===== src/rtl/isp_bayer_pkg.sv =====
// isp_bayer_pkg: Bayer phase one-hot codes and CFA order encodings shared by
// the remosaic and demosaic stages.
package isp_bayer_pkg;

    localparam logic [3:0] BAYER_GB = 4'b0001;
    localparam logic [3:0] BAYER_B  = 4'b0010;
    localparam logic [3:0] BAYER_R  = 4'b0100;
    localparam logic [3:0] BAYER_GR = 4'b1000;

    typedef enum logic [1:0] {
        ORDER_RGGB = 2'd0,
        ORDER_GRBG = 2'd1,
        ORDER_GBRG = 2'd2,
        ORDER_BGGR = 2'd3
    } bayer_order_e;

    typedef struct packed {
        logic [7:0] red;
        logic [7:0] green;
        logic [7:0] blue;
    } rgb888_t;

    // Order bit 0 flips the column parity, bit 1 flips the row parity.
    function automatic logic [3:0] bayer_phase(input logic row_odd, input logic col_odd,
                                               input logic [1:0] order);
        logic r, c;
        r = row_odd ^ order[1];
        c = col_odd ^ order[0];
        return r ? (c ? BAYER_B : BAYER_GB) : (c ? BAYER_GR : BAYER_R);
    endfunction

endpackage


===== src/rtl/bayer_remosaic_if.sv =====
// bayer_remosaic_if: RGB pixel input and Bayer raw output bundle.
interface bayer_remosaic_if;

    logic        frame_start;
    logic        in_en;
    logic [7:0]  in_red;
    logic [7:0]  in_green;
    logic [7:0]  in_blue;
    logic [15:0] in_rgb565;
    logic [7:0]  raw_data;
    logic        raw_en;
    logic [3:0]  bayer_state;
    logic        line_end;
    logic        frame_end;
    logic        frame_err;

    modport master (
        output frame_start, in_en, in_red, in_green, in_blue, in_rgb565,
        input  raw_data, raw_en, bayer_state, line_end, frame_end, frame_err
    );

    modport slave (
        input  frame_start, in_en, in_red, in_green, in_blue, in_rgb565,
        output raw_data, raw_en, bayer_state, line_end, frame_end, frame_err
    );

endinterface


===== src/rtl/bayer_pos_counter.sv =====
// bayer_pos_counter: tracks the column/row of each accepted pixel, flags the
// last pixel of a line/frame and detects a frame restart mid-frame.
module bayer_pos_counter #(
    parameter int IMG_WIDTH  = 640,
    parameter int IMG_HEIGHT = 480
) (
    input  logic clk,
    input  logic rst,
    input  logic frame_start,
    input  logic in_en,
    output logic col_odd,
    output logic row_odd,
    output logic line_last,
    output logic frame_last,
    output logic frame_err
);

    localparam int CW = $clog2(IMG_WIDTH);
    localparam int RW = $clog2(IMG_HEIGHT);
    localparam logic [CW-1:0] LAST_COL = CW'(IMG_WIDTH - 1);
    localparam logic [RW-1:0] LAST_ROW = RW'(IMG_HEIGHT - 1);

    logic [CW-1:0] col_q, col_d, col_cur;
    logic [RW-1:0] row_q, row_d, row_cur;
    logic          err_q, err_d;
    logic          at_last_col, at_last_row;

    // frame_start re-bases the pixel accepted in the same cycle to (0,0).
    always_comb begin
        col_cur     = frame_start ? '0 : col_q;
        row_cur     = frame_start ? '0 : row_q;
        at_last_col = col_cur == LAST_COL;
        at_last_row = row_cur == LAST_ROW;
        col_d       = !in_en ? col_cur : at_last_col ? '0 : col_cur + 1'b1;
        row_d       = !(in_en && at_last_col) ? row_cur : at_last_row ? '0 : row_cur + 1'b1;
        err_d       = frame_start && (col_q != '0 || row_q != '0);
    end

    always_ff @(posedge clk) begin
        if (rst) begin
            col_q <= '0;
            row_q <= '0;
            err_q <= 1'b0;
        end else begin
            col_q <= col_d;
            row_q <= row_d;
            err_q <= err_d;
        end
    end

    assign col_odd    = col_cur[0];
    assign row_odd    = row_cur[0];
    assign line_last  = in_en && at_last_col;
    assign frame_last = line_last && at_last_row;
    assign frame_err  = err_q;

endmodule


===== src/rtl/bayer_remosaic.sv =====
// bayer_remosaic: re-samples an RGB pixel stream into a single-channel Bayer
// raw stream tagged with the one-hot phase code the demosaic stage expects.
module bayer_remosaic
    import isp_bayer_pkg::*;
#(
    parameter int         IMG_WIDTH   = 640,
    parameter int         IMG_HEIGHT  = 480,
    parameter logic [1:0] BAYER_ORDER = 2'd0,
    parameter bit         USE_RGB565  = 1'b0
) (
    input logic             clk,
    input logic             rst,
    bayer_remosaic_if.slave bus
);

    rgb888_t    pix_in, s1_pix_q, s1_pix_d;
    logic       col_odd, row_odd, line_last, frame_last, pos_err;
    logic       s1_valid_q, s1_valid_d, s1_line_q, s1_line_d, s1_frame_q, s1_frame_d;
    logic [3:0] s1_phase_q, s1_phase_d, state_q, state_d;
    logic [7:0] data_q, data_d, sel;
    logic       en_q, en_d, line_q, line_d, fend_q, fend_d, err_q, err_d;

    bayer_pos_counter #(
        .IMG_WIDTH (IMG_WIDTH),
        .IMG_HEIGHT(IMG_HEIGHT)
    ) u_pos (
        .clk        (clk),
        .rst        (rst),
        .frame_start(bus.frame_start),
        .in_en      (bus.in_en),
        .col_odd    (col_odd),
        .row_odd    (row_odd),
        .line_last  (line_last),
        .frame_last (frame_last),
        .frame_err  (pos_err)
    );

    // Stage 1: expand RGB565 by replicating the top bits into the gap.
    always_comb begin
        pix_in.red   = USE_RGB565 ? {bus.in_rgb565[15:11], bus.in_rgb565[15:13]} : bus.in_red;
        pix_in.green = USE_RGB565 ? {bus.in_rgb565[10:5], bus.in_rgb565[10:9]} : bus.in_green;
        pix_in.blue  = USE_RGB565 ? {bus.in_rgb565[4:0], bus.in_rgb565[4:2]} : bus.in_blue;
        s1_valid_d   = bus.in_en;
        s1_pix_d     = pix_in;
        s1_phase_d   = bayer_phase(row_odd, col_odd, BAYER_ORDER);
        s1_line_d    = line_last;
        s1_frame_d   = frame_last;
    end

    // Stage 2: pick the channel the sensor would have seen; hold phase/data while idle.
    always_comb begin
        sel     = s1_phase_q == BAYER_R ? s1_pix_q.red :
                  s1_phase_q == BAYER_B ? s1_pix_q.blue : s1_pix_q.green;
        data_d  = s1_valid_q ? sel : data_q;
        state_d = s1_valid_q ? s1_phase_q : state_q;
        en_d    = s1_valid_q;
        line_d  = s1_line_q;
        fend_d  = s1_frame_q;
        err_d   = pos_err;
    end

    always_ff @(posedge clk) begin
        if (rst) begin
            s1_valid_q <= 1'b0;
            s1_pix_q   <= '0;
            s1_phase_q <= '0;
            s1_line_q  <= 1'b0;
            s1_frame_q <= 1'b0;
            data_q     <= '0;
            state_q    <= '0;
            en_q       <= 1'b0;
            line_q     <= 1'b0;
            fend_q     <= 1'b0;
            err_q      <= 1'b0;
        end else begin
            s1_valid_q <= s1_valid_d;
            s1_pix_q   <= s1_pix_d;
            s1_phase_q <= s1_phase_d;
            s1_line_q  <= s1_line_d;
            s1_frame_q <= s1_frame_d;
            data_q     <= data_d;
            state_q    <= state_d;
            en_q       <= en_d;
            line_q     <= line_d;
            fend_q     <= fend_d;
            err_q      <= err_d;
        end
    end

    assign bus.raw_data    = data_q;
    assign bus.raw_en      = en_q;
    assign bus.bayer_state = state_q;
    assign bus.line_end    = line_q;
    assign bus.frame_end   = fend_q;
    assign bus.frame_err   = err_q;

endmodule


===== src/flat_wrapper.sv =====
// flat-port wrapper written by rule: the top's interface ports become plain ports
module bayer_remosaic_flat import isp_bayer_pkg::*;
#(
    parameter int         IMG_WIDTH   = 640,
    parameter int         IMG_HEIGHT  = 480,
    parameter logic [1:0] BAYER_ORDER = 2'd0,
    parameter bit         USE_RGB565  = 1'b0
)
  (clk, rst, bus_frame_start, bus_in_en, bus_in_red, bus_in_green, bus_in_blue, bus_in_rgb565, bus_raw_data, bus_raw_en, bus_bayer_state, bus_line_end, bus_frame_end, bus_frame_err);
  bayer_remosaic_if bus_i ();
  input logic clk;
  input logic rst;
  input wire logic [$bits(bus_i.frame_start)-1:0] bus_frame_start;
  input wire logic [$bits(bus_i.in_en)-1:0] bus_in_en;
  input wire logic [$bits(bus_i.in_red)-1:0] bus_in_red;
  input wire logic [$bits(bus_i.in_green)-1:0] bus_in_green;
  input wire logic [$bits(bus_i.in_blue)-1:0] bus_in_blue;
  input wire logic [$bits(bus_i.in_rgb565)-1:0] bus_in_rgb565;
  output wire logic [$bits(bus_i.raw_data)-1:0] bus_raw_data;
  output wire logic [$bits(bus_i.raw_en)-1:0] bus_raw_en;
  output wire logic [$bits(bus_i.bayer_state)-1:0] bus_bayer_state;
  output wire logic [$bits(bus_i.line_end)-1:0] bus_line_end;
  output wire logic [$bits(bus_i.frame_end)-1:0] bus_frame_end;
  output wire logic [$bits(bus_i.frame_err)-1:0] bus_frame_err;
  assign bus_i.frame_start = bus_frame_start;
  assign bus_i.in_en = bus_in_en;
  assign bus_i.in_red = bus_in_red;
  assign bus_i.in_green = bus_in_green;
  assign bus_i.in_blue = bus_in_blue;
  assign bus_i.in_rgb565 = bus_in_rgb565;
  assign bus_raw_data = bus_i.raw_data;
  assign bus_raw_en = bus_i.raw_en;
  assign bus_bayer_state = bus_i.bayer_state;
  assign bus_line_end = bus_i.line_end;
  assign bus_frame_end = bus_i.frame_end;
  assign bus_frame_err = bus_i.frame_err;
  bayer_remosaic #(.IMG_WIDTH(IMG_WIDTH), .IMG_HEIGHT(IMG_HEIGHT), .BAYER_ORDER(BAYER_ORDER), .USE_RGB565(USE_RGB565)) u_core (.clk(clk), .rst(rst), .bus(bus_i));
endmodule

===== config.mk =====
export PLATFORM = sky130hd
export DESIGN_NAME = bayer_remosaic_flat
export DESIGN_NICKNAME = d
export VERILOG_FILES = /design/src/rtl/isp_bayer_pkg.sv /design/src/rtl/bayer_remosaic_if.sv /design/src/rtl/bayer_pos_counter.sv /design/src/rtl/bayer_remosaic.sv /design/src/flat_wrapper.sv
export SDC_FILE = /design/constraint.sdc
export NUM_CORES = 1
export LEC_CHECK = 0
export CAP_MARGIN = 20
export CORE_AREA = 2 2 89 91
export CTS_CLUSTER_DIAMETER = 150
export DETAILED_ROUTE_END_ITERATION = 6
export DIE_AREA = 0 0 91 93
export PLACE_DENSITY = 0.7
export SYNTH_ARGS = -nofsm -noshare
export SYNTH_HDL_FRONTEND = slang
export SYNTH_SLANG_ARGS = --single-unit

===== constraint.sdc =====
create_clock -name clk -period 8.35 [get_ports clk]
set_clock_uncertainty 0.1 [all_clocks]
set_input_delay 2.0875 -clock clk [delete_from_list [all_inputs] [get_ports clk]]
set_output_delay 2.0875 -clock clk [all_outputs]
set_load 0.1 [all_outputs]

==> out/qor.tcl, run 1 <==
set qor(maxSlewHeadroom_pct) 30.6
set qor(synth_top_cells_by_area) {sky130_fd_sc_hd__dfxtp_1 (52%), sky130_fd_sc_hd__nor2b_1 (7.5%), sky130_fd_sc_hd__nand2_1 (5.1%), sky130_fd_sc_hd__a31o_2 (2.7%), sky130_fd_sc_hd__nand2b_1 (2.4%)}
set qor(critPathRequiredTime_ns) 8.48
set qor(synth_top_area_share_pct) 51.9
set qor(cts_max_level) 3
set qor(synth-edff-count) 0
set qor(finalWorstPathRequiredPeriod_ns) 4.71
set qor(core_area_um2) 7530
set qor(drt-initial-drc-count) 90
set qor(die_area_um2) 8460
set qor(io_buffers) 43
set qor(ys_ff_latch) 67
set qor(setup_violations) 0
set qor(die_width_um) 91
set qor(cts_buffers) 9
set qor(grt_first_pass_wirelength_um) 9430
set qor(synthToLayoutAreaGrowth_pct) 28.5
set qor(hp-class) {flip-flop to flip-flop}
set qor(first_global_vias) 2151
set qor(overall_die_height_um) 93
set qor(crit_path_max_fanout) 13
set qor(synth_cells) 281
set qor(post-dp-hpwl_um) 3570
set qor(critical_path_class) {primary input to flip-flop}
set qor(cts.repair_timing.setup_buffer_count) 0
set qor(synth_area_per_cell_um2) 9.19
set qor(ant_nets) 0
set qor(dr.pass1.iters) 5
set qor(grt_start_max_net_pins) 64
set qor(clock_sinks) 67
set qor(antenna_violations_before_repair) 0
set qor(worstMarginPinSlew_ns) 1.03
set qor(fillers) 772
set qor(leading_cell_type_by_number_of_instances_after_synthesis) {sky130_fd_sc_hd__dfxtp_1}
set qor(slew_violations) 0
set qor(max-cap-violations) 0
set qor(clkSlewWorstSetupHoldPaths_ns) 0.07
set qor(grt_peak_use_layer) {met2}
set qor(clockBufferDepth) 2
set qor(static-leakage-power_nw) 1.18
set qor(yosys_warnings) 0
set qor(use_met1_pct) 16.4
set qor(max_freq_mhz) 212
set qor(list_of_cells_traversed_by_the_critical_path) {clkdlybuf4s50_1, nor2b_1, ha_1, nand3_1, nor4_2, nand2_1, o41ai_1}
set qor(drt-vias-per-instance) 4.87
set qor(synthFlopType) {sky130_fd_sc_hd__dfxtp_1}
set qor(dr_total_vias) 2085
set qor(final_standard_cell_count_with_taps_included_and_fillers_excluded) 428
set qor(detail_route.drc_violations) 0
set qor(hold-path-cell-count) 1
set qor(setup.worst_path.end_class) {flip-flop}
set qor(totalNegativeSetupSlack_ns) 0
set qor(cts_hold_buf) 0
set qor(synth.lib_cells_used.distinct) 41
set qor(cp_slowest_stage_delay_ns) 0.81
set qor(dp.cells) 412
set qor(layout.nets) 367
set qor(worstPathArrival_ns) 4.84
set qor(gp_congestion) 0.875
set qor(grt_setup_unrepaired) {no}
set qor(r2r.worst_path.cells) 6
set qor(timing.final.crit_share_pct) 56.5
set qor(hold_slack_ns) 0.337
set qor(seq_area_frac_synth_pct) 51.9
set qor(slowest_stage) {sky130_fd_sc_hd__nor4_2}
set qor(vdd.ir_drop.worst_v) 0.0000812
set qor(clock_insertion_delay_at_the_later_pin_of_the_skew_report_ns) 0.35
set qor(netlist_top_cells_count) {sky130_fd_sc_hd__dfxtp_1 (67), sky130_fd_sc_hd__nand2_1 (35), sky130_fd_sc_hd__nor2b_1 (31)}
set qor(crit_path_start_kind) {primary input}
set qor(route.detailed.wl_per_inst_um) 12.7
set qor(grt_remaining_overflow) 0
set qor(grt_util_met3_pct) 4.75
set qor(tritoncts) {built}
set qor(power.density_cell_area_nw_per_um2) 208
set qor(most_area_hungry_cell_type_in_the_yosys_netlist) {sky130_fd_sc_hd__dfxtp_1}
set qor(status) {complete, no violations}
set qor(use_met2_pct) 22.5
set qor(initial_core_util_pct) 34.3
set qor(syn-num-nets) 327
set qor(timing_hold_violations_final) 0
set qor(clockRootBuffer) {sky130_fd_sc_hd__clkbuf_8}
set qor(diodes) 0
set qor(global_route.usage.total_pct) 13.9
set qor(synthesis.area_um2) 2580
set qor(placement_rows) 32
set qor(num_io_pins) 60
set qor(post_cts.resized_instances) 0
set qor(final_layout_size_suffix_gt1_share_pct) 9.51
set qor(detail_route.wirelength_um) 5440
set qor(synth_async_sr_flop_share_pct) 0
==> metal layers <==
metal | up-vias | part of all wire (%)
met5 | - | 0
met4 | 0 | 1.6
met3 | 8 | 5.1
met2 | 57 | 47
met1 | 972 | 47
li1 | 1048 | -
==> registers in the layout (all words and copies together) (netlist names), 4 cells and up <==
| register | flops |
|---|---|
| u_core.bus.bayer_state | 4 |
| u_core.bus.raw_data | 8 |
| u_core.s1_phase_q | 4 |
| u_core.s1_pix_q | 24 |
| u_core.u_pos.col_q | 10 |
| u_core.u_pos.row_q | 9 |
==> critical path: cells and delay by family <==
| kind | cells | cell delay [ns] |
|---|---|---|
| simple gates | 4 | 1.56 |
| buf+inv | 1 | 0.63 |
| compound gates | 1 | 0.31 |
| fa+ha+maj | 1 | 0.26 |
==> final cells by class <==
class,instances,area (µm²),share of cell area (%)
flip-flops and latches,67,1340,40.4
clock buffers,9,124,3.73
repair buffers,45,440,13.3
well taps,102,128,3.84
multi-input cells,192,1160,35.1
inverters,6,22.5,0.678
clock inverters,7,100,3.01
==> kinds of logic after synthesis <==
kind of cell	count (synthesis)	synth area share [%]
adders and majority gates	2	0.968
xor gates and xnor gates	8	2.71
DFF	67	51.9
and+or+nand+nor	135	28.1
AOI/OAI and AO/OA	41	10.7
buffers and inverters	22	3.24
muxes	6	2.32
==> worst paths after layout <==
kind	from	to	slack, ns
max	bus_frame_start	u_core.u_pos.row_q[3]	3.64
min	u_core.line_d	u_core.bus.line_end	0.34
max reg2reg	u_core.u_pos.col_q[0]	u_core.u_pos.row_q[3]	5.67
min reg2reg	u_core.line_d	u_core.bus.line_end	0.34
==> layout by cell type, fill, tap and decap left out, types with 3 or more instances in the layout <==
| cell type | netlist | layout |
|---|---|---|
| sky130_fd_sc_hd__nand2_1 | 35 | 35 |
| sky130_fd_sc_hd__dfxtp_1 | 67 | 67 |
| sky130_fd_sc_hd__nor2b_1 | 31 | 31 |
| sky130_fd_sc_hd__o21ai_0 | 9 | 9 |
| sky130_fd_sc_hd__a21oi_1 | 11 | 11 |
| sky130_fd_sc_hd__mux2i_1 | 6 | 6 |
| sky130_fd_sc_hd__or3_1 | 5 | 5 |
| sky130_fd_sc_hd__inv_1 | 6 | 6 |
| sky130_fd_sc_hd__clkinv_4 | 0 | 3 |
| sky130_fd_sc_hd__nor2_1 | 16 | 16 |
| sky130_fd_sc_hd__clkbuf_8 | 0 | 9 |
| sky130_fd_sc_hd__xnor2_1 | 6 | 6 |
| sky130_fd_sc_hd__nand3_1 | 6 | 6 |
| sky130_fd_sc_hd__a31o_2 | 8 | 8 |
| sky130_fd_sc_hd__nand2b_1 | 10 | 10 |
| sky130_fd_sc_hd__clkdlybuf4s50_1 | 0 | 42 |
| sky130_fd_sc_hd__nor4_1 | 7 | 6 |
| sky130_fd_sc_hd__nand3b_1 | 3 | 3 |
| sky130_fd_sc_hd__nor3_1 | 8 | 8 |
==> power breakdown <==
group          internal, W  switching [W]  total (W)
clock             0.000170       0.000128   0.000298
combinational    0.0000254      0.0000346  0.0000600
sequential        0.000330     0.00000497   0.000334
total             0.000525       0.000167   0.000692
==> through the flow <==
stage               worst slack, ns  cell area, µm²  total power [W]  util (%)
finish                         3.64            3320         0.000692      44.1
floorplan                      4.22            2580         0.000380         -
global placement               3.45            3100         0.000402      41.1
detailed placement             3.33            3100         0.000402      41.1
global route                   3.46            3320         0.000720      44.1
CTS                            3.69            3320         0.000704      44.1
Note: power is estimated with default switching activity, not from simulation.
==> run 2: changes to the inputs <==
- PLACE_DENSITY: 0.7 -> 0.72
- clock period: 8.35 -> 4.2 ns (I/O delays scaled with it)
==> run 2 against run 1 <==
Against the previous run:
- largest cell class unchanged
- worst setup slack worse by 2.8 ns
- worst hold slack better by 0.0031 ns
- critical path type unchanged
- via count is 0.53% lower
- utilization is 0.13 points higher
- sequential share of layout area is 0.12 points lower
==> out/qor.tcl, run 2 (synthesized netlist as in run 1, its figures left out) <==
set qor(status) {complete, no violations}
set qor(hold_slack_ns) 0.340
set qor(setup.worst_path.end_class) {flip-flop}
set qor(cts.repair_timing.setup_buffer_count) 0
set qor(totalNegativeSetupSlack_ns) 0
set qor(regArea_um2) 1340
set qor(slew_violations) 0
set qor(tritoncts) {built}
set qor(power.density_cell_area_nw_per_um2) 414
set qor(cts_hold_buf) 0
set qor(cp_slowest_stage_delay_ns) 0.67
set qor(critical_path_class) {primary input to flip-flop}
set qor(post-dp-hpwl_um) 3720
set qor(grt_remaining_overflow) 0
set qor(clock_insertion_delay_at_the_later_pin_of_the_skew_report_ns) 0.34
set qor(timing.final.crit_share_pct) 80.9
set qor(setup_violations) 0
set qor(timing_hold_violations_final) 0
set qor(max-cap-violations) 0
set qor(initial_core_util_pct) 34.3
set qor(gp_congestion) 0.850
set qor(die_area_um2) 8460
set qor(layout_commonest_cell) {sky130_fd_sc_hd__dfxtp_1}
set qor(route.detailed.wl_per_inst_um) 12.7
set qor(detail_route.wirelength_um) 5450
set qor(io_buffers) 43
set qor(worstPathArrival_ns) 3.56
set qor(dr_total_vias) 2074
set qor(drt-vias-per-instance) 4.82
set qor(preCtsSetupSlack_ns) 0.471
set qor(vdd.ir_drop.worst_v) 0.000161
set qor(largest_register_ffs) 24
set qor(clock_sinks) 67
set qor(crit_path_start_kind) {primary input}
set qor(dr.pass1.iters) 4
set qor(hp-class) {flip-flop to flip-flop}
set qor(crit_path_max_fanout) 8
set qor(max_flop_register) {u_core.s1_pix_q}
set qor(diodes) 0
set qor(num_io_pins) 60
set qor(fillers) 747
set qor(worstMarginPinSlew_ns) 0.993
set qor(biggestRegsByFlops) {u_core.s1_pix_q x24, u_core.u_pos.col_q x10, u_core.u_pos.row_q x9}
set qor(antenna_violations_before_repair) 0
set qor(cts_max_level) 3
set qor(slowest_stage) {sky130_fd_sc_hd__or4_1}
set qor(die_width_um) 91
set qor(final_standard_cell_count_with_taps_included_and_fillers_excluded) 430
set qor(core_area_um2) 7530
set qor(clockBufferDepth) 2
set qor(cts_buffers) 9
set qor(grt_setup_unrepaired) {no}
set qor(finalWorstPathRequiredPeriod_ns) 3.40
set qor(grt_start_max_net_pins) 42
set qor(ant_nets) 0
set qor(first_global_vias) 2052
set qor(final_layout_size_suffix_gt1_share_pct) 9.76
set qor(synthToLayoutAreaGrowth_pct) 28.9
set qor(finalWorstSetupSlack_ns) 0.800
set qor(maxSlewHeadroom_pct) 33.6
set qor(total_area_of_multi_input_combinational_cells_um2) 1160
set qor(detail_route.drc_violations) 0
set qor(post_cts.resized_instances) 0
set qor(static-leakage-power_nw) 1.18
set qor(clockRootBuffer) {sky130_fd_sc_hd__clkbuf_8}
set qor(overall_die_height_um) 93
set qor(grt_first_pass_wirelength_um) 9370
set qor(clkSlewWorstSetupHoldPaths_ns) 0.07
set qor(global_route.usage.total_pct) 13.8
set qor(critPathRequiredTime_ns) 4.36
set qor(max_freq_mhz) 294
set qor(dp.cells) 414
set qor(drt-initial-drc-count) 74
set qor(placement_rows) 32
set qor(commonest_cells_after_routing_fill_and_taps_aside) {sky130_fd_sc_hd__dfxtp_1 (67), sky130_fd_sc_hd__clkdlybuf4s50_1 (42), sky130_fd_sc_hd__nand2_1 (35)}
set qor(list_of_cells_traversed_by_the_critical_path) {clkdlybuf4s50_1, nor2b_1, ha_1, nand4_1, or4_1, or3_1, a31oi_1}
set qor(layout.nets) 369
run 2: layout make-up:
class / count / share of cell area (%)
multi-input combinational: 192 / 34.8
tap: 102 / 3.83
inverter: 6 / 0.676
clock inverter: 7 / 3.04
sequential: 67 / 40.3
clock buffer: 9 / 3.72
timing repair buffer: 47 / 13.7
run 2: worst paths after layout:
path                                             from  cells after the start  slack, ns                    end
worst max-delay path                  bus_frame_start                      7       0.80  u_core.u_pos.row_q[7]
worst min-delay path                    u_core.fend_d                      1       0.34   u_core.bus.frame_end
worst max register to register  u_core.u_pos.col_q[0]                      6       1.63  u_core.u_pos.row_q[7]
worst min register to register          u_core.fend_d                      1       0.34   u_core.bus.frame_end
run 2: worst max-delay path, delay by kind of cell:
kind | cells | cell delay (ns)
adder cells (fa/ha/maj) | 1 | 0.25
AO/OA/AOI/OAI | 1 | 0.16
AND/OR/NAND/NOR | 4 | 1.58
buffers and inverters | 1 | 0.52
run 2: metal layers:
layer | GRT usage (%) | share of wire (%)
met3 | 5.00 | 5.2
met5 | 0 | 0
met4 | 4.92 | 1.3
met1 | 16.2 | 46
met2 | 23.2 | 48
run 2: per-stage QoR:
| stage | utilization (%) | cell area, µm² | total power [W] |
|---|---|---|---|
| after floorplan | - | 2580 | 0.000756 |
| after global placement | 41.3 | 3110 | 0.000799 |
| after detailed placement | 41.3 | 3110 | 0.000800 |
| after CTS | 44.2 | 3330 | 0.00140 |
| after global routing | 44.2 | 3330 | 0.00144 |
| final | 44.2 | 3330 | 0.00138 |
run 2: power breakdown:
| group | leakage [nW] | internal, W | switching, W | total (W) |
|---|---|---|---|---|
| Sequential | 0.549 | 0.000655 | 0.0000104 | 0.000666 |
| Clock | 0.111 | 0.000339 | 0.000253 | 0.000592 |
| Combinational | 0.525 | 0.0000509 | 0.0000693 | 0.000120 |
==> run 3: changes to the inputs <==
- PLACE_DENSITY: 0.72 -> 0.7
- clock period: 4.2 -> 3.3 ns (I/O delays scaled with it)
==> run 3 against run 2 <==
Against the previous run:
- utilization is 0.23 points lower
- cell count rose by 1.4%
- non-clock buffer count is 6 higher
- critical path depth grew 3
- routed wire length is 1.7% higher
- cell area is 0.53% lower
- global-route usage shrank 0.19 points
- total power up 22%
- via count rose by 2.7%
- die area stayed put
- critical endpoint is now u_core.u_pos.row_q[1]
- highest routed layer unchanged
==> out/qor.tcl, run 3 (synthesized netlist as in run 1, its figures left out) <==
set qor(status) {complete, no violations}
set qor(hp-class) {flip-flop to flip-flop}
set qor(antenna_violations_before_repair) 0
set qor(largest_register_ffs) 24
set qor(worstMarginPinSlew_ns) 0.706
set qor(finalWorstSetupSlack_ns) 0.321
set qor(ant_nets) 0
set qor(timing.final.crit_share_pct) 90.3
set qor(critPathRequiredTime_ns) 3.41
set qor(timing_hold_violations_final) 0
set qor(crit_path_start_kind) {primary input}
set qor(dr.pass1.iters) 4
set qor(post-dp-hpwl_um) 3690
set qor(static-leakage-power_nw) 1.23
set qor(grt_first_pass_wirelength_um) 9230
set qor(grt_start_max_net_pins) 39
set qor(detail_route.wirelength_um) 5540
set qor(final_standard_cell_count_with_taps_included_and_fillers_excluded) 436
set qor(preCtsSetupSlack_ns) -0.0231
set qor(clockBufferDepth) 2
set qor(final_layout_size_suffix_gt1_share_pct) 16.2
set qor(cts.repair_timing.setup_buffer_count) 0
set qor(diodes) 0
set qor(max-cap-violations) 0
set qor(biggestRegsByFlops) {u_core.s1_pix_q x24, u_core.u_pos.col_q x10, u_core.u_pos.row_q x9}
set qor(gp_congestion) 0.860
set qor(layout_commonest_cell) {sky130_fd_sc_hd__dfxtp_1}
set qor(cts_hold_buf) 0
set qor(detail_route.drc_violations) 0
set qor(first_global_vias) 2035
set qor(use_met2_pct) 21.3
set qor(cts_max_level) 3
set qor(max_freq_mhz) 336
set qor(initial_core_util_pct) 34.3
set qor(route.detailed.wl_per_inst_um) 12.7
set qor(global_route.usage.total_pct) 13.6
set qor(die_area_um2) 8460
set qor(critical_path_class) {primary input to flip-flop}
set qor(grt_peak_use_layer) {met2}
set qor(core_area_um2) 7530
set qor(setup_violations) 0
set qor(die_width_um) 91
set qor(placement_rows) 32
set qor(clock_insertion_delay_at_the_later_pin_of_the_skew_report_ns) 0.33
set qor(tritoncts) {built}
set qor(drt-initial-drc-count) 138
set qor(worstPathArrival_ns) 3.09
set qor(synthToLayoutAreaGrowth_pct) 28.2
set qor(clockRootBuffer) {sky130_fd_sc_hd__clkbuf_8}
set qor(layout.nets) 375
set qor(dr_total_vias) 2131
set qor(dp.cells) 420
set qor(num_io_pins) 60
set qor(slew_violations) 0
set qor(cts_buffers) 9
set qor(clkSlewWorstSetupHoldPaths_ns) 0.07
set qor(clock_sinks) 67
set qor(power.density_cell_area_nw_per_um2) 506
set qor(fillers) 772
set qor(crit_path_max_fanout) 8
set qor(post_cts.resized_instances) 0
set qor(overall_die_height_um) 93
set qor(io_buffers) 43
set qor(grt_setup_unrepaired) {no}
set qor(maxSlewHeadroom_pct) 52.9
set qor(finalWorstPathRequiredPeriod_ns) 2.98
set qor(vdd.ir_drop.worst_v) 0.000158
set qor(max_flop_register) {u_core.s1_pix_q}
set qor(drt-vias-per-instance) 4.89
set qor(hold_slack_ns) 0.338
set qor(setup.worst_path.end_class) {flip-flop}
set qor(commonest_cells_after_routing_fill_and_taps_aside) {sky130_fd_sc_hd__dfxtp_1 (67), sky130_fd_sc_hd__nand2_1 (35), sky130_fd_sc_hd__nor2b_1 (31)}
set qor(grt_remaining_overflow) 0
set qor(grt_util_met3_pct) 4.27
set qor(use_met1_pct) 16.9
-- run 3: path summary, 6_finish.rpt --
kind / endpoint / slack (ns) / cells after the start / start
max: u_core.u_pos.row_q[1] / 0.32 / 10 / bus_frame_start
min: u_core.bus.frame_end / 0.34 / 1 / u_core.fend_d
max reg2reg: u_core.u_pos.row_q[7] / 1.00 / 6 / u_core.u_pos.col_q[0]
min reg2reg: u_core.bus.frame_end / 0.34 / 1 / u_core.fend_d
-- run 3: worst max-delay path, cell delays in order --
cell and delay [ns]:
sky130_fd_sc_hd__clkdlybuf4s50_1 0.52, sky130_fd_sc_hd__buf_4 0.22, sky130_fd_sc_hd__inv_1 0.07, sky130_fd_sc_hd__nand2_1 0.09
sky130_fd_sc_hd__inv_1 0.14, sky130_fd_sc_hd__ha_1 0.21, sky130_fd_sc_hd__nand3_1 0.12, sky130_fd_sc_hd__or4_1 0.63
sky130_fd_sc_hd__nand2_1 0.17, sky130_fd_sc_hd__o32ai_1 0.09
-- run 3: routing by layer --
layer | share of wire, % | wire (µm) | vias to the layer above
met2 | 45 | 2490 | 81
li1 | - | - | 1058
met4 | 1.7 | 97 | 0
met1 | 47 | 2580 | 981
met3 | 6.8 | 376 | 11
met5 | 0 | 0 | -
-- run 3: layout make-up --
type                            instances  area (µm²)  share of cell area (%)
Clock inverter                          6        65.1                    1.96
Timing Repair Buffer                   53         460                    13.9
Clock buffer                           10         138                    4.15
Inverter                                6        22.5                   0.680
Tap cell                              102         128                    3.85
Multi-Input combinational cell        192        1160                    35.0
Sequential cell                        67        1340                    40.5
-- run 3: stage by stage --
step	cell area, µm²	utilization [%]	total power, W	TNS [ns]
after global placement	3110	41.3	0.00102	0
after floorplan	2580	-	0.000962	0
after global routing	3310	44.0	0.00175	0
after CTS	3310	44.0	0.00170	0
final	3310	44.0	0.00168	0
after detailed placement	3110	41.3	0.00102	-0.0585
-- run 3: report_power, final --
group / total (W) / switching, W / internal (W)
logic: 0.000154 / 0.0000891 / 0.0000650
clock network: 0.000677 / 0.000308 / 0.000369
registers: 0.000847 / 0.0000131 / 0.000834
